`src/rtl/pwm_ramp.sv`:
```
// pwm_ramp
//   PWM generator whose duty cycle ramps up to a programmable peak and back
//   down to zero, advancing one count per qualified step pulse.
//
// Parameters
//   N         duty and PWM counter width in bits
//
// Ports
//   clk       single clock, all state on the rising edge
//   rst       asynchronous active-low reset
//   ena       block enable; when low the PWM counter is held at 0,
//             pwm/wrap are forced low and the ramp state holds
//   step      ramp-advance request, sampled every cycle (level, not edge)
//   max_duty  ramp peak, sampled on each qualified step
//   pwm       PWM waveform: ena & (counter < duty_active)
//   duty      current ramp duty register
//   dir       ramp direction, 1 = up, 0 = down
//   wrap      high while the PWM counter sits at 2^N-1 with ena high

module pwm_ramp #(
    parameter int unsigned N = 8
) (
    input  logic         clk,
    input  logic         rst,
    input  logic         ena,
    input  logic         step,
    input  logic [N-1:0] max_duty,
    output logic         pwm,
    output logic [N-1:0] duty,
    output logic         dir,
    output logic         wrap
);

    typedef enum logic {
        DOWN = 1'b0,
        UP   = 1'b1
    } state_e;

    state_e       state_q, state_d;
    logic [N-1:0] cnt_q, cnt_d;
    logic [N-1:0] duty_q, duty_d;
    logic [N-1:0] act_q, act_d;

    logic         adv;
    logic [N:0]   duty_inc;

    // ------------------------------------------------------------------
    // State register
    // ------------------------------------------------------------------
    always_ff @(posedge clk or negedge rst) begin
        if (!rst) begin
            state_q <= UP;
            cnt_q   <= '0;
            duty_q  <= '0;
            act_q   <= '0;
        end else begin
            state_q <= state_d;
            cnt_q   <= cnt_d;
            duty_q  <= duty_d;
            act_q   <= act_d;
        end
    end

    // ------------------------------------------------------------------
    // Next-state logic: ramp FSM, PWM counter, period-latched duty
    // ------------------------------------------------------------------
    assign adv      = step & ena;
    // One bit wider so duty = 2^N-1 cannot wrap and look smaller than the peak.
    assign duty_inc = {1'b0, duty_q} + (N+1)'(1);

    always_comb begin
        state_d = state_q;
        duty_d  = duty_q;
        if (adv) begin
            unique case (state_q)
                UP: begin
                    if (max_duty == '0) begin
                        // Zero peak: stay parked at 0 going up.
                        duty_d = '0;
                    end else if (duty_inc < {1'b0, max_duty}) begin
                        duty_d = duty_inc[N-1:0];
                    end else begin
                        // Reached the peak, or the peak was lowered below us.
                        duty_d  = max_duty;
                        state_d = DOWN;
                    end
                end
                DOWN: begin
                    if (duty_q > N'(1)) begin
                        duty_d = duty_q - N'(1);
                    end else begin
                        duty_d  = '0;
                        state_d = UP;
                    end
                end
                default: begin
                    state_d = UP;
                end
            endcase
        end
    end

    always_comb begin
        cnt_d = '0;
        if (ena) begin
            cnt_d = cnt_q + N'(1);
        end
    end

    // duty_active only changes at the period boundary; on a coincident
    // step the pre-step duty_q is captured here.
    always_comb begin
        act_d = act_q;
        if (wrap) begin
            act_d = duty_q;
        end
    end

    // ------------------------------------------------------------------
    // Outputs (combinational from registers and ena only)
    // ------------------------------------------------------------------
    always_comb begin
        dir  = (state_q == UP);
        duty = duty_q;
        wrap = ena & (cnt_q == '1);
        pwm  = ena & (cnt_q < act_q);
    end

endmodule
```
`config.mk`:
```
export PLATFORM = sky130hd
export DESIGN_NAME = pwm_ramp
export DESIGN_NICKNAME = d
export VERILOG_FILES = /design/src/rtl/pwm_ramp.sv
export SDC_FILE = /design/constraint.sdc
export NUM_CORES = 1
export LEC_CHECK = 0
export ABC_AREA = 1
export BUFFER_PORTS_ARGS = -buffer_cell sky130_fd_sc_hd__buf_2
export CAP_MARGIN = 20
export CORE_UTILIZATION = 40
export CTS_CLUSTER_DIAMETER = 150
export DETAILED_ROUTE_END_ITERATION = 8
export GPL_ROUTABILITY_DRIVEN = 0
export HOLD_SLACK_MARGIN = 0.1
export PLACE_DENSITY = 0.54
export SKIP_CTS_REPAIR_TIMING = 1
export SYNTH_ARGS = -nofsm -noshare
export SYNTH_HDL_FRONTEND = slang
export SYNTH_SLANG_ARGS = --single-unit
```
`constraint.sdc`:
```
create_clock -name clk -period 5.2 [get_ports clk]
set_input_delay 0.78 -clock clk [delete_from_list [all_inputs] [get_ports clk]]
set_output_delay 0.78 -clock clk [all_outputs]
set_load 0.01 [all_outputs]
```
==> flow_metrics.tcl <==
set metrics [dict create \
    htreeDepth 1 \
    critPathSlowestCell "dfrtp_1" \
    first_iter_violations 60 \
    syn-num-nets 305 \
    powerDensity_nw_per_um2 377 \
    numCtsBuffers 3 \
    dp_hpwl_um 3410 \
    slew_viol_final 0 \
    cp-start-kind "register" \
    crit_chain "ha_1 -> nand2_1 -> nor2_2 -> nand2_1 -> inv_2 -> nand2_1 -> nor2_2 -> nand3_2 -> inv_1 -> buf_2" \
    clock_path_buffers 2 \
    yosysSeqAreaShare 0.315 \
    grt_max_degree 26 \
    numClockSinks 25 \
    cts.root.buffer_cell "clkbuf_8" \
    ir_drop_v 0.000170 \
    finalCritPeriodShare 0.534 \
    die_w_um 72.5 \
    p_clk_frac 0.141 \
    setup-tns-final_ps 0 \
    rows 25 \
    setup_viol 0 \
    antenna_cells 0 \
    end_kind "output pin" \
    io_buffers 22 \
    grt_usage 0.186 \
    clk_latency_ps 270 \
    drt_first_pass_iters 4 \
    status "finished, final reports clean" \
    cp.required_ps 4420 \
    path_clk_slew_ps 90 \
    crit_type "reg -> out" \
    switching_share 0.472 \
    p_leak_nw 1.17 \
    fmax_mhz 360 \
    p_sw_uw 388 \
    grt_pass1_vias 1679 \
    syn2layout_area_growth_pct 9.69 \
    p_int_uw 433 \
    hold_class "reg -> reg" \
    report.final.hold_viol_count 0 \
    route.vias.total 1734 \
    rsz0062_at_grt "no" \
    grt_antenna_before_repair 0 \
    final_common_cell "nand2_1" \
    worst_pin_slew_ps 584 \
    timing.hold.ws_ps 487 \
    ant_nets 0 \
    cp_common_cell "nand2_1" \
    relSlewSlack 0.610 \
    grt_overflow 0 \
    synth_cell_types 30 \
    drv_cap 0 \
    num-nets-final 327 \
    die_y_um 72.5 \
    path_max_fanout 15 \
    fin_crit_ps 2770 \
    syn_area_um2 1990 \
    avgSynthCellArea_um2 7.23 \
    drc 0 \
    drive_above_1_share 0.159 \
    seqPwrFrac 0.339 \
    core_area_um2 4750 \
    cp.arrival_ps 1990 \
    io-pin-count 23 \
    critPathMaxStageDelay_ps 410 \
    critPathTopFamily "simple AND/OR/NAND/NOR gates" \
    grt_pass1_wl_um 7670 \
    path_buf_inv 3 \
    layout_common_cells "nand2_1 (59), inv_1 (53), nand3_1 (25), dfrtp_1 (24), buf_2 (22)" \
    die_area_um2 5260 \
    wirelength_um 4220 \
    via_per_inst 4.78 \
    wl_per_cell_um 11.6 \
    yosysWarnings 0 \
    pwr-share-comb 0.519 \
    start_util 0.418 \
    fin_worst_skew_ps 3.88 \
    post-layout-total-power_uw 821 \
    synth_seq_cells 25 \
    cts_tree "yes" \
    synthCells 275 \
]
-- power groups by stage --
stage                     registers (mW)  logic [mW]  clock network (mW)
final                              0.279       0.427               0.116
after global routing               0.289       0.493               0.132
after CTS                          0.279       0.435               0.123
after detailed placement           0.283       0.433                   0
after global placement             0.282       0.432                   0
after floorplan                    0.262       0.359                   0
-- registers in the layout, indices dropped and copies added (netlist names) --
name	flops
dir	1
duty	8
act_q	8
cnt_q	8
-- logic make-up (layout without fill, tap and decap cells) --
logic type	Yosys count	count (layout)	synth area share
xor gates and xnor gates	8	8	0.0352
and+or+nand+nor	120	120	0.271
AOI/OAI and AO/OA	43	43	0.136
buffers and inverters	61	82	0.129
adders and majority gates	18	18	0.113
DFF	25	25	0.315
-- Yosys cell counts (all sizes together) --
master | n | area share
xor2 | 7 | 0.031
nand2 | 61 | 0.12
nand4 | 3 | 0.0094
dfrtp | 24 | 0.30
buf | 5 | 0.023
o21ai | 18 | 0.060
o21a | 1 | 0.0038
ha | 18 | 0.11
a21oi | 20 | 0.058
clkinv | 1 | 0.0019
a31oi | 2 | 0.0063
xnor2 | 1 | 0.0044
nand3 | 26 | 0.068
nor3b | 1 | 0.0038
dfstp | 1 | 0.013
inv | 55 | 0.10
nor2 | 23 | 0.051
nor3 | 4 | 0.010
o21bai | 2 | 0.0075
nor4 | 2 | 0.0063
-- worst register-to-register path, cell delays in order (launching register included) --
cell and delay (ps):
dfrtp_1 490, ha_1 260, nand3_1 130, nor2_1 150
xor2_1 200, inv_1 70, ha_1 280, a21oi_1 130
o21bai_1 110, nor2_4 210, nand2_4 130, nand2_1 80
nand3_1 80, a21oi_1 160
-- metrics by stage --
step,area [µm²],util,cells,setup slack [ps]
6_report,2180,0.459,363,2430
5_1_grt,2180,0.459,363,2220
4_1_cts,2180,0.459,363,2370
3_5_place_dp,2140,0.449,359,2630
3_3_place_gp,2140,0.449,359,2640
2_1_floorplan,1990,-,275,2910
-- metal layers --
| layer | global-route usage | share of wire |
|---|---|---|
| met1 | 0.246 | 0.48 |
| met2 | 0.310 | 0.47 |
| met3 | 0.0222 | 0.025 |
| met4 | 0.0675 | 0.019 |
| met5 | 0 | 0 |
-- final timing paths --
check	startpoint	to	slack (ps)	cells after the start
setup / recovery	cnt_q[0]	wrap	2430	10
hold / removal	act_q[5]	act_q[5]	490	2
setup reg to reg	duty[0]	duty[3]	2640	13
hold reg to reg	act_q[5]	act_q[5]	490	2
max in group asynchronous	rst	duty[7]	4310	1
min in group asynchronous	rst	act_q[2]	500	1
-- layout make-up --
cell class / instances / area, µm²
Fill cell: 511 / 2570
Multi-Input combinational cell: 189 / 1100
Sequential cell: 25 / 627
Inverter: 56 / 210
Timing Repair Buffer: 22 / 110
Tap cell: 67 / 83.8
Clock buffer: 4 / 45.0
Note: power is estimated with default switching activity, not from simulation.
